[config.mk]
export PLATFORM = sky130hd
export DESIGN_NAME = cpu_run_ctrl_flat
export DESIGN_NICKNAME = d
export VERILOG_FILES = /design/src/rtl/cpu_run_ctrl_if.sv /design/src/rtl/cpu_run_ctrl.sv /design/src/flat_wrapper.sv
export SDC_FILE = /design/constraint.sdc
export NUM_CORES = 1
export LEC_CHECK = 0
export BUFFER_PORTS_ARGS = -buffer_cell sky130_fd_sc_hd__buf_2
export CAP_MARGIN = 20
export CELL_PAD_IN_SITES_DETAIL_PLACEMENT = 1
export CELL_PAD_IN_SITES_GLOBAL_PLACEMENT = 1
export CORE_UTILIZATION = 38
export DETAILED_ROUTE_END_ITERATION = 8
export HOLD_SLACK_MARGIN = 0.15
export PLACE_DENSITY = 0.86
export SETUP_SLACK_MARGIN = 0.15
export SLEW_MARGIN = 40
export SYNTH_ARGS = -nofsm -noshare
export SYNTH_HDL_FRONTEND = slang
export SYNTH_SLANG_ARGS = --single-unit
[constraint.sdc]
create_clock -name clk -period 3.7 [get_ports clk]
set_input_delay 0.185 -clock clk [delete_from_list [all_inputs] [get_ports clk]]
set_output_delay 0.185 -clock clk [all_outputs]
set_load 0.05 [all_outputs]
[src/rtl/cpu_run_ctrl_if.sv]
// Bundle of load/dump streams, CPU bus, RAM port and run status around cpu_run_ctrl.
// The slave view belongs to the controller; the master view belongs to its surroundings.
interface cpu_run_ctrl_if #(
    parameter int ADDR_W = 6,
    parameter int CNT_W  = 16
);
    logic              start_load;
    logic              start_dump;
    logic              load_valid;
    logic [7:0]        load_data;
    logic              load_last;
    logic              load_ready;
    logic              dump_valid;
    logic [7:0]        dump_data;
    logic              dump_last;
    logic              dump_ready;
    logic              cpu_reset;
    logic [ADDR_W-1:0] cpu_addr;
    logic              cpu_rw;
    logic [7:0]        cpu_data_out;
    logic [7:0]        cpu_data_in;
    logic [ADDR_W-1:0] ram_addr;
    logic              ram_we;
    logic [7:0]        ram_wdata;
    logic [7:0]        ram_rdata;
    logic              busy;
    logic              done;
    logic              timeout;
    logic [ADDR_W-1:0] halt_pc;
    logic [CNT_W-1:0]  cycle_count;

    modport slave (
        input  start_load, start_dump, load_valid, load_data, load_last, dump_ready,
        input  cpu_addr, cpu_rw, cpu_data_out, ram_rdata,
        output load_ready, dump_valid, dump_data, dump_last, cpu_reset, cpu_data_in,
        output ram_addr, ram_we, ram_wdata, busy, done, timeout, halt_pc, cycle_count
    );

    modport master (
        output start_load, start_dump, load_valid, load_data, load_last, dump_ready,
        output cpu_addr, cpu_rw, cpu_data_out, ram_rdata,
        input  load_ready, dump_valid, dump_data, dump_last, cpu_reset, cpu_data_in,
        input  ram_addr, ram_we, ram_wdata, busy, done, timeout, halt_pc, cycle_count
    );
endinterface

[src/rtl/cpu_run_ctrl.sv]
// Load / run / dump sequencer for the accumulator CPU; owns the RAM port and
// decides when the CPU has halted (sustained reads of one address) or timed out.
module cpu_run_ctrl #(
    parameter int          ADDR_W      = 6,
    parameter int          CNT_W       = 16,
    parameter int unsigned MAX_CYCLES  = (2 ** CNT_W) - 1,
    parameter int          HALT_STABLE = 6
) (
    input logic          clk,
    input logic          reset,
    cpu_run_ctrl_if.slave bus
);
    localparam int                ST_W     = $clog2(HALT_STABLE + 1);
    localparam logic [ADDR_W-1:0] PTR_LAST = {ADDR_W{1'b1}};
    localparam logic [CNT_W-1:0]  CNT_MAX  = CNT_W'(MAX_CYCLES);

    typedef enum logic [2:0] {
        S_IDLE     = 3'd0,
        S_LOAD     = 3'd1,
        S_RUN      = 3'd2,
        S_HALTED   = 3'd3,
        S_DUMP_RD  = 3'd4,
        S_DUMP_OUT = 3'd5
    } state_t;

    state_t            state_q, state_d;
    logic [ADDR_W-1:0] ptr_q, ptr_d;
    logic [ST_W-1:0]   stable_q, stable_d;
    logic [ADDR_W-1:0] prev_addr_q, prev_addr_d;
    logic [CNT_W-1:0]  cycle_count_q, cycle_count_d;
    logic              timeout_q, timeout_d;
    logic [ADDR_W-1:0] halt_pc_q, halt_pc_d;
    logic              cpu_reset_q, cpu_reset_d;
    logic              load_acc_s;

    assign load_acc_s = (state_q == S_LOAD) && bus.load_valid;

    // Next-state and next-register computation for the whole sequencer.
    always_comb begin
        state_d       = state_q;
        ptr_d         = ptr_q;
        stable_d      = '0;
        prev_addr_d   = bus.cpu_addr;
        cycle_count_d = cycle_count_q;
        timeout_d     = timeout_q;
        halt_pc_d     = halt_pc_q;
        case (state_q)
            S_IDLE: begin
                if (bus.start_load) begin
                    state_d       = S_LOAD;
                    ptr_d         = '0;
                    cycle_count_d = '0;
                    timeout_d     = 1'b0;
                end else begin
                    state_d = S_IDLE;
                end
            end
            S_LOAD: begin
                if (load_acc_s) begin
                    // The pointer saturates at the top address instead of wrapping.
                    if (ptr_q != PTR_LAST) begin
                        ptr_d = ptr_q + ADDR_W'(1);
                    end else begin
                        ptr_d = ptr_q;
                    end
                    if (bus.load_last || (ptr_q == PTR_LAST)) begin
                        state_d = S_RUN;
                    end else begin
                        state_d = S_LOAD;
                    end
                end else begin
                    state_d = S_LOAD;
                end
            end
            S_RUN: begin
                cycle_count_d = cycle_count_q + CNT_W'(1);
                if (bus.cpu_rw && (bus.cpu_addr == prev_addr_q)) begin
                    stable_d = stable_q + ST_W'(1);
                end else begin
                    stable_d = '0;
                end
                // A halt detected on the budget's last cycle still counts as a halt.
                if (stable_d == ST_W'(HALT_STABLE)) begin
                    state_d   = S_HALTED;
                    halt_pc_d = bus.cpu_addr;
                    timeout_d = 1'b0;
                end else if (cycle_count_d == CNT_MAX) begin
                    state_d   = S_HALTED;
                    halt_pc_d = bus.cpu_addr;
                    timeout_d = 1'b1;
                end else begin
                    state_d = S_RUN;
                end
            end
            S_HALTED: begin
                if (bus.start_load) begin
                    state_d       = S_LOAD;
                    ptr_d         = '0;
                    cycle_count_d = '0;
                    timeout_d     = 1'b0;
                end else if (bus.start_dump) begin
                    state_d = S_DUMP_RD;
                    ptr_d   = '0;
                end else begin
                    state_d = S_HALTED;
                end
            end
            S_DUMP_RD: begin
                state_d = S_DUMP_OUT;
            end
            S_DUMP_OUT: begin
                if (bus.dump_ready) begin
                    if (ptr_q == PTR_LAST) begin
                        state_d = S_HALTED;
                    end else begin
                        state_d = S_DUMP_RD;
                        ptr_d   = ptr_q + ADDR_W'(1);
                    end
                end else begin
                    state_d = S_DUMP_OUT;
                end
            end
            default: begin
                state_d = S_IDLE;
            end
        endcase
        cpu_reset_d = (state_d != S_RUN);
    end

    // Sequencer state registers with synchronous reset.
    always_ff @(posedge clk) begin
        if (reset) begin
            state_q       <= S_IDLE;
            ptr_q         <= '0;
            stable_q      <= '0;
            prev_addr_q   <= '0;
            cycle_count_q <= '0;
            timeout_q     <= 1'b0;
            halt_pc_q     <= '0;
            cpu_reset_q   <= 1'b1;
        end else begin
            state_q       <= state_d;
            ptr_q         <= ptr_d;
            stable_q      <= stable_d;
            prev_addr_q   <= prev_addr_d;
            cycle_count_q <= cycle_count_d;
            timeout_q     <= timeout_d;
            halt_pc_q     <= halt_pc_d;
            cpu_reset_q   <= cpu_reset_d;
        end
    end

    // RAM port ownership: the CPU drives it only while running.
    always_comb begin
        if (state_q == S_RUN) begin
            bus.ram_addr  = bus.cpu_addr;
            bus.ram_we    = ~bus.cpu_rw;
            bus.ram_wdata = bus.cpu_data_out;
        end else begin
            bus.ram_addr  = ptr_q;
            bus.ram_we    = load_acc_s;
            bus.ram_wdata = (state_q == S_LOAD) ? bus.load_data : 8'h00;
        end
    end

    assign bus.load_ready  = (state_q == S_LOAD);
    assign bus.dump_valid  = (state_q == S_DUMP_OUT);
    assign bus.dump_data   = bus.ram_rdata;
    assign bus.dump_last   = (state_q == S_DUMP_OUT) && (ptr_q == PTR_LAST);
    assign bus.cpu_reset   = cpu_reset_q;
    assign bus.cpu_data_in = bus.ram_rdata;
    assign bus.busy        = (state_q == S_LOAD) || (state_q == S_RUN) ||
                             (state_q == S_DUMP_RD) || (state_q == S_DUMP_OUT);
    assign bus.done        = (state_q == S_HALTED) || (state_q == S_DUMP_RD) ||
                             (state_q == S_DUMP_OUT);
    assign bus.timeout     = timeout_q;
    assign bus.halt_pc     = halt_pc_q;
    assign bus.cycle_count = cycle_count_q;
endmodule
[src/flat_wrapper.sv]
// flat-port wrapper written by rule: the top's interface ports become plain ports
module cpu_run_ctrl_flat 
#(
    parameter int          ADDR_W      = 6,
    parameter int          CNT_W       = 16,
    parameter int unsigned MAX_CYCLES  = (2 ** CNT_W) - 1,
    parameter int          HALT_STABLE = 6
)
  (clk, reset, bus_start_load, bus_start_dump, bus_load_valid, bus_load_data, bus_load_last, bus_dump_ready, bus_cpu_addr, bus_cpu_rw, bus_cpu_data_out, bus_ram_rdata, bus_load_ready, bus_dump_valid, bus_dump_data, bus_dump_last, bus_cpu_reset, bus_cpu_data_in, bus_ram_addr, bus_ram_we, bus_ram_wdata, bus_busy, bus_done, bus_timeout, bus_halt_pc, bus_cycle_count);
  cpu_run_ctrl_if #(.ADDR_W(ADDR_W), .CNT_W(CNT_W)) bus_i ();
  input logic clk;
  input logic reset;
  input wire logic [$bits(bus_i.start_load)-1:0] bus_start_load;
  input wire logic [$bits(bus_i.start_dump)-1:0] bus_start_dump;
  input wire logic [$bits(bus_i.load_valid)-1:0] bus_load_valid;
  input wire logic [$bits(bus_i.load_data)-1:0] bus_load_data;
  input wire logic [$bits(bus_i.load_last)-1:0] bus_load_last;
  input wire logic [$bits(bus_i.dump_ready)-1:0] bus_dump_ready;
  input wire logic [$bits(bus_i.cpu_addr)-1:0] bus_cpu_addr;
  input wire logic [$bits(bus_i.cpu_rw)-1:0] bus_cpu_rw;
  input wire logic [$bits(bus_i.cpu_data_out)-1:0] bus_cpu_data_out;
  input wire logic [$bits(bus_i.ram_rdata)-1:0] bus_ram_rdata;
  output wire logic [$bits(bus_i.load_ready)-1:0] bus_load_ready;
  output wire logic [$bits(bus_i.dump_valid)-1:0] bus_dump_valid;
  output wire logic [$bits(bus_i.dump_data)-1:0] bus_dump_data;
  output wire logic [$bits(bus_i.dump_last)-1:0] bus_dump_last;
  output wire logic [$bits(bus_i.cpu_reset)-1:0] bus_cpu_reset;
  output wire logic [$bits(bus_i.cpu_data_in)-1:0] bus_cpu_data_in;
  output wire logic [$bits(bus_i.ram_addr)-1:0] bus_ram_addr;
  output wire logic [$bits(bus_i.ram_we)-1:0] bus_ram_we;
  output wire logic [$bits(bus_i.ram_wdata)-1:0] bus_ram_wdata;
  output wire logic [$bits(bus_i.busy)-1:0] bus_busy;
  output wire logic [$bits(bus_i.done)-1:0] bus_done;
  output wire logic [$bits(bus_i.timeout)-1:0] bus_timeout;
  output wire logic [$bits(bus_i.halt_pc)-1:0] bus_halt_pc;
  output wire logic [$bits(bus_i.cycle_count)-1:0] bus_cycle_count;
  assign bus_i.start_load = bus_start_load;
  assign bus_i.start_dump = bus_start_dump;
  assign bus_i.load_valid = bus_load_valid;
  assign bus_i.load_data = bus_load_data;
  assign bus_i.load_last = bus_load_last;
  assign bus_i.dump_ready = bus_dump_ready;
  assign bus_i.cpu_addr = bus_cpu_addr;
  assign bus_i.cpu_rw = bus_cpu_rw;
  assign bus_i.cpu_data_out = bus_cpu_data_out;
  assign bus_i.ram_rdata = bus_ram_rdata;
  assign bus_load_ready = bus_i.load_ready;
  assign bus_dump_valid = bus_i.dump_valid;
  assign bus_dump_data = bus_i.dump_data;
  assign bus_dump_last = bus_i.dump_last;
  assign bus_cpu_reset = bus_i.cpu_reset;
  assign bus_cpu_data_in = bus_i.cpu_data_in;
  assign bus_ram_addr = bus_i.ram_addr;
  assign bus_ram_we = bus_i.ram_we;
  assign bus_ram_wdata = bus_i.ram_wdata;
  assign bus_busy = bus_i.busy;
  assign bus_done = bus_i.done;
  assign bus_timeout = bus_i.timeout;
  assign bus_halt_pc = bus_i.halt_pc;
  assign bus_cycle_count = bus_i.cycle_count;
  cpu_run_ctrl #(.ADDR_W(ADDR_W), .CNT_W(CNT_W), .MAX_CYCLES(MAX_CYCLES), .HALT_STABLE(HALT_STABLE)) u_core (.clk(clk), .reset(reset), .bus(bus_i));
endmodule
# --- After elaboration in Yosys (flattened, before gate mapping) ---
# Index checks and enable logic that the tools add are counted.
word_totals:
  register_bits: 42
  latch_bits: 0
  ramBits: 0
  mem_bits_ro: 0
  inputBits: 38
  output_inout_bits: 60
  wordCells: 83
  mem_count: 0
classes:
  n_addsub: 3
  multipliers: 0
  div: 0
  order_cmp: 0
  n_eq_ne: 19
  shift: 0
  mux: 32
  n_bitwise: 2
  reduce_logical: 19
ops:
  columns: ["operator", "n"]
  rows:
  - ["6-bit two-way mux", 10]
  - ["16-bit one-hot mux with 2 select lines", 1]
  - ["6-bit one-hot mux with 4 select lines", 1]
  - ["3-bit two-way mux", 7]
  - ["3-bit one-hot mux with 6 select lines", 1]
  - ["16-bit by 1-bit adder with 16-bit output, second input constant", 1]
  - ["16-bit equality test, second input constant", 1]
  - ["16-bit two-way mux", 1]
  - ["8-bit two-way mux", 2]
  - ["3-bit equality test, second input constant", 3]
  - ["7-bit AND reduction", 1]
  - ["6-bit by 1-bit adder with 6-bit output, second input constant", 1]
  - ["3-bit by 2-bit equality test with 1-bit output, second input constant", 2]
  - ["6-bit equality test", 1]
  - ["6-bit equality test, second input constant", 1]
  - ["1-bit logical OR", 6]
  - ["1-bit two-way mux", 6]
  - ["2-bit by 1-bit != test with 1-bit output, second input constant", 3]
  - ["2-bit != test, second input constant", 3]
  - ["6-bit != test, second input constant", 1]
  - ["2-bit two-way mux", 2]
  - ["2-bit AND reduction", 2]
  - ["2-bit nonzero test", 2]
  - ["4-bit nonzero test", 1]
  - ["11 further kinds", 15]

# --- Logic depth before layout (Yosys ltp) ---
# Gate-level depths: netlist of run 1.
logic_depth:
  word_depth: 8
  mapped_depth: 9
  depth_no_buf: 8

# --- Least setup slack after synthesis of run 1 ---
# Ideal clock, no wire load.
synth_timing:
  path_type: "register to register"
  start: "register u_core.cycle_count_q[1] (netlist: u_core.bus.cycle_count[1])"
  end: "register u_core.halt_pc_q[0] (netlist: u_core.bus.halt_pc[0])"
  setup_time_ps: 121
  arrival_time_ps: 2449
  t_required_ps: 3579
  slack_ps: 1130
  stages_incl_launch_ff: 9
  path_cell_list: "dfxtp_1 -> ha_1 -> buf_2 -> nand3_4 -> nor2_1 -> o211ai_1 -> a2111oi_4 -> a31oi_4 -> mux2_2"
synth_between:
  elab_chain_len: 4
synth_lines:
  columns: ["item", "line_no", "source"]
  rows:
  - ["start: declaration", "cpu_run_ctrl.sv:30", "logic [CNT_W-1:0] cycle_count_q, cycle_count_d;"]
  - ["start signal: assignment", "cpu_run_ctrl.sv:146", "cycle_count_q <= cycle_count_d;"]
  - ["16-bit by 1-bit adder with 16-bit output", "cpu_run_ctrl.sv:76", "cycle_count_d = cycle_count_q + CNT_W'(1);"]
  - ["16-bit equality test", "cpu_run_ctrl.sv:87", "end else if (cycle_count_d == CNT_MAX) begin"]
  - ["2-bit nonzero test (no line)", null, null]
  - ["2-bit AND reduction (no line)", null, null]
  - ["end signal: assignment", "cpu_run_ctrl.sv:148", "halt_pc_q <= halt_pc_d;"]
  - ["end: declaration", "cpu_run_ctrl.sv:32", "logic [ADDR_W-1:0] halt_pc_q, halt_pc_d;"]
# Every way passes these cells.
# A chain may end at the register's enable or synchronous reset.

# --- Worst setup path after layout of run 1 ---
layout_timing:
  start: "register u_core.cycle_count_q[0] (netlist: u_core.bus.cycle_count[0])"
  end: "register u_core.halt_pc_q[2] (netlist: u_core.bus.halt_pc[2])"
# The elaborated chain is that of the path after synthesis.

==> metrics.md, run 1 <==
| Metric | Value |
|---|---|
| Die area | 0.007190 mm^2 |
| Ys async rst share | 0% |
| CP max-delay cell | dfxtp_1 |
| Leakage Power | 1.237 nW |
| CP peak stage delay | 550 ps |
| Multi-input logic area | 0.001546 mm^2 |
| Pre-CTS setup slack | 993.2 ps |
| GR Overflow Total | 0 |
| # fillers | 812 |
| Crit Path Class | reg -> reg |
| Post-Syn Instances | 329 |
| Yosys cell types | 53 |
| Worst-path clk slew | 90 ps |
| Biggest area consumer among synthesized cells | dfxtp_1 |
| Max-Cap Viols | 0 |
| Post-synth EDFFs | 0 |
| Relative slew slack | 49.60% |
| Max Transition Viols Final | 0 |
| R2r startpoint | u_core.bus.cycle_count[0] |
| Register Area | 840.8 um^2 |
| Initial antenna violation count | 0 |
| Vias in the first global route | 2617 |
| Diodes inserted | 0 |
| Critical Path End | u_core.bus.halt_pc[2] |
| Setup violations, final | 0 |
| Average size of a mapped cell | 7.918 um^2 |
| Port bufs | 73 |
| Initial Util | 40.11% |
| Fmax | 364.5 MHz |
| Required @ worst endpoint | 3900 ps |
| Die Y | 84.80 um |
| Via density | 5.597 |
| CTS Hold Buffers Added | 0 |
| WHS | 173.9 ps |
| Clk_lat worst skew | 310 ps |
| Htree depth | 2 |
| CTS tree | done |
| Crit-path max FO | 12 |
| Post-DRT Antenna Nets | 0 |
| RSZ-0062 raised after global routing | no |
| Worst-path cell chain | ha_1 > nand3_4 > nor2_1 > o211ai_1 > a2111oi_4 > a31oi_4 > mux2_2 |
| Syn_nets | 371 |
| CP top delay family | compound AO/OA/AOI/OAI gates |
| Clock Sinks | 42 |
| Area Overhead vs Synth | 13.98% |
| Clk_skew | 6.205 ps |
| Startpoint types | flop |
| DP HPWL | 5427 um |
| Setup crit start | u_core.bus.cycle_count[0] |
| GP Congestion | 0.8353 |
| Worst min path class | in -> reg |
| Fin Setup TNS | 0 ps |
| Failing checks | design-rule violations |
| Final Hold Fails | 0 |
| CP Buf/Inv Count | 0 |
| Reg2reg path depth | 7 |
| Critical path arrival | 2940 ps |
| Clock root buffer | clkbuf_8 |
| Minimum clock period | 2744 ps |
| #FFs+latches synth | 42 |
| Final setup margin | 956.4 ps |
| Ys flop type | dfxtp_1 |
| TritonCTS Buffers | 5 |
| Worst-case clock buffer depth | 2 |
| Core Area | 0.006495 mm^2 |
| Top-count cell post-synth | dfxtp_1 |
| Worst VDD drop | 0.0002291 V |
| Row cnt | 29 |
| Slew @ Worst Pin | 756.0 ps |
| Commonest cells in the netlist | 42 x dfxtp_1, 40 x nor2_1, 39 x nand2_1, 19 x a21oi_1, 16 x buf_4 |
| Worst Setup End Kind | flop |
| All-Layer GR Usage | 21.86% |
| Synth Warn # | 0 |
| Mapped Area | 0.002605 mm^2 |
| First-pass GRT wire length | 12580 um |
| Boundary pin count | 98 |
| Area contributors post-synth | dfxtp_1 32%, nor2_1 5.8%, nand2_1 5.6% |
| Critical path depth in cells | 7 |
| Drt wl/cell | 16.56 um |
| Largest net degree at the start of global routing | 35 |
| Total power | 0.9691 mW |
| Via count | 2530 |
| Sequential area share after synthesis | 32.28% |
| DRC Markers | 6 |
| DRT iter0 DRCs | 109 |
| PostCTS Resize Cnt | 0 |
| Share of cells above drive strength 1 | 27.20% |
| Status | finished, violations left |
| Reg2reg end | u_core.bus.halt_pc[2] |
| TritonRoute pass-1 iters | 6 |
| Area share of the largest cell type after synthesis | 32.28% |
| Fin crit share | 74.15% |
| PwrDens | 326.4 mW/mm^2 |
| Final WL | 7483 um |
| Horiz. Die Dim | 84.80 um |
| R2R Setup Slk | 960 ps |
| Post-CTS Setup Inserts | 0 |
| Final #Nets | 416 |
[worst min path at each step]
stage	start	endpoint	slack [ps]	depth (start not counted)
2_1_floorplan	reset	u_core.prev_addr_q[0]	270	1
3_3_place_gp	bus_ram_rdata[6]	bus_cpu_data_in[6]	370	0
3_5_place_dp	bus_ram_rdata[6]	bus_cpu_data_in[6]	370	0
4_1_cts	bus_cpu_addr[1]	u_core.prev_addr_q[1]	170	2
5_1_grt	bus_cpu_addr[1]	u_core.prev_addr_q[1]	170	2
6_report	bus_cpu_addr[1]	u_core.prev_addr_q[1]	170	2
[registers in the layout (all words and copies together), names as in the netlist]
name,flops
u_core.bus.halt_pc,6
u_core.bus.cpu_reset,1
u_core.bus.cycle_count,16
u_core.prev_addr_q,6
u_core.stable_q,3
u_core.state_q,3
u_core.ptr_q,6
u_core.bus.timeout,1
[layout by cell type, fill, tap and decap left out, types with 4 or more instances in the layout]
cell type / n
a211oi_1: 4
nor3_1: 8
dfxtp_1: 42
mux2_2: 6
a21oi_1: 19
xnor2_1: 12
clkbuf_8: 5
a22o_1: 8
o21ai_0: 15
nor2b_1: 15
nor4_1: 4
a21o_1: 5
nand2_1: 39
inv_1: 5
nand4_1: 7
nor2_1: 39
xor2_1: 5
buf_2: 73
nand3_1: 7
nand3b_1: 4
ha_1: 4
[worst reg2reg max path, stage by stage (launching register included)]
cell	delay, ps
dfxtp_1	550
ha_1	430
nand3_4	160
nor2_1	260
o211ai_1	180
a2111oi_4	490
a31oi_4	240
mux2_2	340
[layer usage]
metal,routed length [um],part of all wire [%],GRT usage (%),vias to the layer above
met5,0,0,0,-
met4,63,0.84,5.701,0
met3,434,5.8,4.425,6
met1,3224,43,26.57,1221
met2,3760,50,39.25,86
li1,-,-,-,1217
[layout make-up]
cell class	count	area share (%)
clock buffers	5	2.318
clock inverters	3	0.8428
inverters	5	0.6321
multi-input cells	246	52.09
flip-flops and latches	42	28.32
well taps	77	3.245
repair buffers	74	12.56
[where the power goes]
part / internal [mW] / switching, mW
combinational: 0.0549 / 0.124
clock: 0.136 / 0.184
sequential: 0.460 / 0.0107
total: 0.651 / 0.318
[logic make-up (layout without fill, tap and decap cells)]
family / after synthesis / count (layout) / synth area share, %
simple gates: 147 / 147 / 29.30
compound gates: 71 / 71 / 19.36
flops: 42 / 42 / 32.28
buf+inv: 41 / 87 / 8.453
xor+xnor: 17 / 17 / 5.716
mux: 7 / 7 / 2.978
fa+ha+maj: 4 / 4 / 1.921
[per-stage QoR]
step	utilization, %	instance area, um^2	cells
2_1_floorplan	-	2605	329
3_3_place_gp	44.23	2873	444
3_5_place_dp	44.27	2875	444
4_1_cts	45.71	2969	452
5_1_grt	45.71	2969	452
6_report	45.71	2969	452
(Power assumes the default switching activity.)
==> inputs of run 2 (changes only) <==
Settings changed: CORE_UTILIZATION 38 to 35, PLACE_DENSITY 0.86 to 0.8.
Clock period 3.7 ns to 2.7 ns, I/O delays scaled along.
==> metrics.md, run 2 (synthesized netlist as in run 1, its figures left out) <==
| Metric | Value |
|---|---|
| DRT iter0 DRCs | 95 (-13%) |
| Port bufs | 73 (unchanged) |
| Vias in the first global route | 2586 (-1.2%) |
| Worst min path class | in -> reg |
| Worst-path clk slew | 90 ps (about the same) |
| CTS tree | done |
| Most common cell after layout, fill and taps aside | buf_2 |
| Horiz. Die Dim | 88.27 um (+4.1%) |
| Non-filler cells in the finished layout | 489 (+8.2%) |
| Htree depth | 2 (unchanged) |
| Post-DRT Antenna Nets | 0 (unchanged) |
| Initial antenna violation count | 0 (unchanged) |
| Max FFs per register | 16 (unchanged) |
| PwrDens | 416.7 mW/mm^2 (+28%) |
| Core Area | 0.007214 mm^2 (+11%) |
| CP max-delay cell | or4_1 |
| WHS | 184.7 ps (+10.81 ps) |
| Largest net degree at the start of global routing | 35 (unchanged) |
| Fin Setup TNS | 0 ps (unchanged) |
| CP peak stage delay | 600 ps (+50 ps) |
| Minimum clock period | 2390 ps (-353.6 ps) |
| First-pass GRT wire length | 12380 um (-1.6%) |
| GP Congestion | 0.8362 (+0.11%) |
| Setup violations, final | 0 (unchanged) |
| Leakage Power | 1.329 nW (+7.4%) |
| Clock root buffer | clkbuf_8 |
| Relative slew slack | 57.11% (+7.5 points) |
| DRC Markers | 0 (-6) |
| Status | finished, final reports clean |
| Clock Sinks | 42 (unchanged) |
| Slew @ Worst Pin | 643.3 ps (-112.7 ps) |
| TritonRoute pass-1 iters | 4 (-2) |
| Max-Cap Viols | 0 (unchanged) |
| Row cnt | 31 (+6.9%) |
| Clk_lat worst skew | 300 ps (about the same) |
| Placed cells | 472 (+6.3%) |
| Diodes inserted | 0 (unchanged) |
| Via count | 2595 (+2.6%) |
| GR Overflow Total | 0 (unchanged) |
| Final #Nets | 431 (+3.6%) |
| Fin crit share | 88.52% (+14 points) |
| DP Area | 0.002950 mm^2 (+2.6%) |
| Required @ worst endpoint | 2890 ps (-1010 ps) |
| Crit Path Class | reg -> reg |
| Critical path arrival | 2580 ps (-360 ps) |
| Worst VDD drop | 0.0002137 V (-6.7%) |
| Final Cell Area | 0.003163 mm^2 (+6.5%) |
| Drt wl/cell | 15.69 um (-5.2%) |
| Via density | 5.307 (-5.2%) |
| Clk_skew | 9.205 ps (+3.000 ps) |
| Commonest non-fill, non-tap cells in the layout | 73 x buf_2, 39 x nand2_1, 39 x dfxtp_1 |
| Final setup margin | 310.1 ps (-646.4 ps) |
| Final WL | 7672 um (+2.5%) |
| Final Hold Fails | 0 (unchanged) |
| Worst Setup End Kind | flop |
| Worst-case clock buffer depth | 2 (unchanged) |
| Fmax | 418.4 MHz (+15%) |
| All-Layer GR Usage | 20.50% (-1.4 points) |
| # fillers | 914 (+13%) |
| Pre-CTS setup slack | 131.5 ps (-861.7 ps) |
| RSZ-0062 raised after global routing | no |
| Worst-path cell chain | nand3_4 > or4_1 > o211ai_2 > nand2_2 > a31oi_4 > buf_12 > mux2_2 |
| Initial Util | 36.11% (-4.0 points) |
| Die area | 0.007792 mm^2 (+8.4%) |
| Boundary pin count | 98 (unchanged) |
| Startpoint types | flop |
| DP HPWL | 5574 um (+2.7%) |
| TritonCTS Buffers | 5 (unchanged) |
| Max Transition Viols Final | 0 (unchanged) |
| Die Y | 88.27 um (+4.1%) |
| Share of cells above drive strength 1 | 29.74% (+2.5 points) |
| Area Overhead vs Synth | 21.42% |
| Crit-path max FO | 8 (-4) |
[run 2: cell count changes in the layout (fill, tap and decap cells not counted), moves of 3 or more]
cell	previous run	this run
dfxtp_1	42	39
dlygate4sd3_1	0	6
buf_4	1	9
dfxtp_2	0	3
[run 2: through the flow]
step	total power, mW	util (%)
after floorplan	0.8947	-
after global placement	0.9047	40.86
after detailed placement	0.9103	40.89
after CTS	1.333	42.96
after global routing	1.380	43.84
final	1.318	43.84
[run 2: what timing repair did]
item | CTS | global route
setup endpoints to repair | 6 | 6
setup buffers | 0 | 3
pin swaps | 0 | 2
resized for setup | 1 | 6
hold endpoints to repair | 6 | 0
hold buffers | 6 | 0
[run 2: final timing paths]
| path | end | slack, ps | cells past startpoint | startpoint |
|---|---|---|---|---|
| worst max-delay path | u_core.bus.halt_pc[5] | 310 | 7 | u_core.bus.cycle_count[6] |
| worst min-delay path | u_core.state_q[1] | 180 | 3 | bus_load_valid |
| worst max register to register | u_core.bus.halt_pc[5] | 310 | 7 | u_core.bus.cycle_count[6] |
| worst min register to register | u_core.stable_q[0] | 460 | 1 | u_core.stable_q[0] |
[run 2: routing by layer]
| metal | track usage (%) | vias to the layer above | part of all wire [%] |
|---|---|---|---|
| met2 | 36.92 | 71 | 52 |
| met5 | 0 | - | 0 |
| met3 | 5.131 | 9 | 5.3 |
| met1 | 24.50 | 1262 | 42 |
| met4 | 4.545 | 0 | 0.96 |
| li1 | - | 1253 | - |
[run 2: cell type report]
type                    count  area (um^2)  share of cell area, %
repair buffers             89        513.0                  16.22
clock inverters             2        13.76                 0.4351
clock buffers               6        72.57                  2.294
well taps                  99        123.9                  3.916
inverters                   5        18.77                 0.5934
multi-input cells         246         1577                  49.84
flip-flops and latches     42        844.6                  26.70
[run 2: critical path: cells and delay by family, from the launching register on]
kind            cells  cell delay (ps)
compound gates      2              420
mux                 1              330
buf+inv             1              150
simple gates        3              870
flops               1              500
[run 2: power by group]
part,internal [mW],total [mW],switching (mW)
clock network,0.183,0.417,0.234
registers,0.630,0.643,0.0130
logic,0.0839,0.259,0.175
==> inputs of run 3 (changes only) <==
Settings changed: RECOVER_POWER from default to 50.
==> metrics.md, run 3 (synthesized netlist as in run 1, its figures left out) <==
| Metric | Value |
|---|---|
| DRC Markers | 0 (unchanged) |
| Fmax | 415.6 MHz (-0.67%) |
| Total power | 1.315 mW (-0.24%) |
| Startpoint types | flop |
| Port bufs | 73 (unchanged) |
| Max Transition Viols Final | 0 (unchanged) |
| HP Start | bus_load_valid |
| Reg2reg end | u_core.bus.halt_pc[5] |
| Largest net degree at the start of global routing | 35 (unchanged) |
| Status | finished, final reports clean |
| DP HPWL | 5574 um (unchanged) |
| Diodes inserted | 0 (unchanged) |
| First-pass GRT wire length | 12380 um (unchanged) |
| Clock Sinks | 42 (unchanged) |
| Die Y | 88.27 um (unchanged) |
| Crit-path max FO | 8 (unchanged) |
| Area Overhead vs Synth | 19.79% |
| Row cnt | 31 (unchanged) |
| Setup violations, final | 0 (unchanged) |
| PwrDens | 421.4 mW/mm^2 (+1.1%) |
| Clk_lat worst skew | 300 ps (about the same) |
| Relative slew slack | 56.74% (-0.37 points) |
| TritonCTS Buffers | 5 (unchanged) |
| Fin crit share | 89.11% (+0.60 points) |
| Most common cell after layout, fill and taps aside | buf_2 |
| Hold Path Sink | u_core.state_q[1] |
| Clock root buffer | clkbuf_8 |
| Worst Setup End Kind | flop |
| Reg2reg path depth | 7 (unchanged) |
| R2R Setup Slk | 290 ps (-20 ps) |
| Leakage Power | 1.207 nW (-9.2%) |
| DP Area | 0.002950 mm^2 (unchanged) |
| Final Hold Fails | 0 (unchanged) |
| Register Area | 844.6 um^2 (unchanged) |
| Via count | 2596 (+0.039%) |
| Placed cells | 472 (unchanged) |
| Critical path arrival | 2590 ps (about the same) |
| # fillers | 930 (+1.8%) |
| Share of cells above drive strength 1 | 22.05% (-7.7 points) |
| Pre-CTS setup slack | 131.5 ps (unchanged) |
| Final setup margin | 294.0 ps (-16.07 ps) |
| Horiz. Die Dim | 88.27 um (unchanged) |
| Commonest non-fill, non-tap cells in the layout | 43 x buf_2, 39 x nand2_1, 39 x dfxtp_1 |
| Htree depth | 2 (unchanged) |
| Setup crit start | u_core.bus.cycle_count[6] |
| Core Area | 0.007214 mm^2 (unchanged) |
| Worst-case clock buffer depth | 2 (unchanged) |
| Initial Util | 36.11% (unchanged) |
| Fin Setup TNS | 0 ps (unchanged) |
| Post-Route Utilization | 43.25% (-0.59 points) |
| Vias in the first global route | 2586 (unchanged) |
| Final #Nets | 431 (unchanged) |
| Worst VDD drop | 0.0002146 V (+0.42%) |
| Drt wl/cell | 15.72 um (+0.17%) |
| Boundary pin count | 98 (unchanged) |
| WHS | 187.9 ps (+3.245 ps) |
| TritonRoute pass-1 iters | 4 (unchanged) |
| Non-filler cells in the finished layout | 489 (unchanged) |
| Minimum clock period | 2406 ps (+16.07 ps) |
| DRT iter0 DRCs | 99 (+4.2%) |
| Slew @ Worst Pin | 651.7 ps (+8.413 ps) |
| GP Congestion | 0.8362 (unchanged) |
| RSZ-0062 raised after global routing | no |
| Final WL | 7685 um (+0.17%) |
| Die area | 0.007792 mm^2 (unchanged) |
| CTS tree | done |
| All-Layer GR Usage | 20.50% (unchanged) |
| R2r startpoint | u_core.bus.cycle_count[6] |
| Max FFs per register | 16 (unchanged) |
| Required @ worst endpoint | 2890 ps (about the same) |
| Max-Cap Viols | 0 (unchanged) |
| Worst min path class | in -> reg |
| Final Cell Area | 0.003120 mm^2 (-1.3%) |
| GR Overflow Total | 0 (unchanged) |
| Worst-path clk slew | 90 ps (about the same) |
| Crit Path Class | reg -> reg |
| Post-DRT Antenna Nets | 0 (unchanged) |
| Initial antenna violation count | 0 (unchanged) |
| Via density | 5.309 (about the same) |
| Clk_skew | 8.266 ps (-0.9393 ps) |
| Hold depth | 3 (unchanged) |
| Multi-input logic area | 0.001572 mm^2 (-0.32%) |
-- run 3: cell count changes in the layout (fill, tap and decap cells not counted) --
cell | before | now
clkbuf_1 | 1 | 31
o21ai_0 | 14 | 15
nand2b_2 | 0 | 1
o21ai_1 | 1 | 0
nand2b_4 | 1 | 0
buf_2 | 73 | 43
-- run 3: worst max-delay path by stage --
| stage | end | slack, ps | depth (start not counted) |
|---|---|---|---|
| CTS | u_core.bus.halt_pc[5] | 190 | 7 |
| floorplan | u_core.bus.halt_pc[0] | 160 | 8 |
| global route | u_core.bus.halt_pc[1] | 180 | 8 |
| finish | u_core.bus.halt_pc[5] | 290 | 7 |
| global placement | u_core.bus.halt_pc[5] | 260 | 7 |
| detailed placement | u_core.bus.halt_pc[5] | 130 | 7 |
-- run 3: layout make-up --
class | count | share of cell area [%]
Clock buffer | 6 | 2.326
Clock inverter | 2 | 0.4411
Inverter | 5 | 0.6014
Multi-Input combinational cell | 246 | 50.36
Sequential cell | 42 | 27.06
Tap cell | 99 | 3.970
Timing Repair Buffer | 89 | 15.24
-- run 3: worst max-delay path, cell delays in order, from the launching register on --
cell and delay [ps]:
dfxtp_1 510, nand3_4 180, or4_1 610, o211ai_2 210
nand2_2 90, a31oi_4 210, buf_12 150, mux2_2 330
-- run 3: what timing repair did --
action | CTS | global route
pin swaps | 0 | 2
setup endpoints to repair | 6 | 6
hold buffers | 6 | 0
gates resized for setup | 1 | 6
endpoints found under the hold margin | 6 | 0
setup buffers | 0 | 3
-- run 3: metal layers --
layer,part of all wire (%),track usage [%]
met1,43,24.50
met2,51,36.92
met3,5.3,5.131
met4,0.69,4.545
met5,0,0
-- run 3: power breakdown --
group / total, mW / leakage, nW / switching (mW) / internal (mW)
clock network: 0.416 / 0.0452 / 0.233 / 0.183
logic: 0.256 / 0.820 / 0.175 / 0.0814
registers: 0.643 / 0.342 / 0.0126 / 0.630
total: 1.32 / 1.21 / 0.421 / 0.894
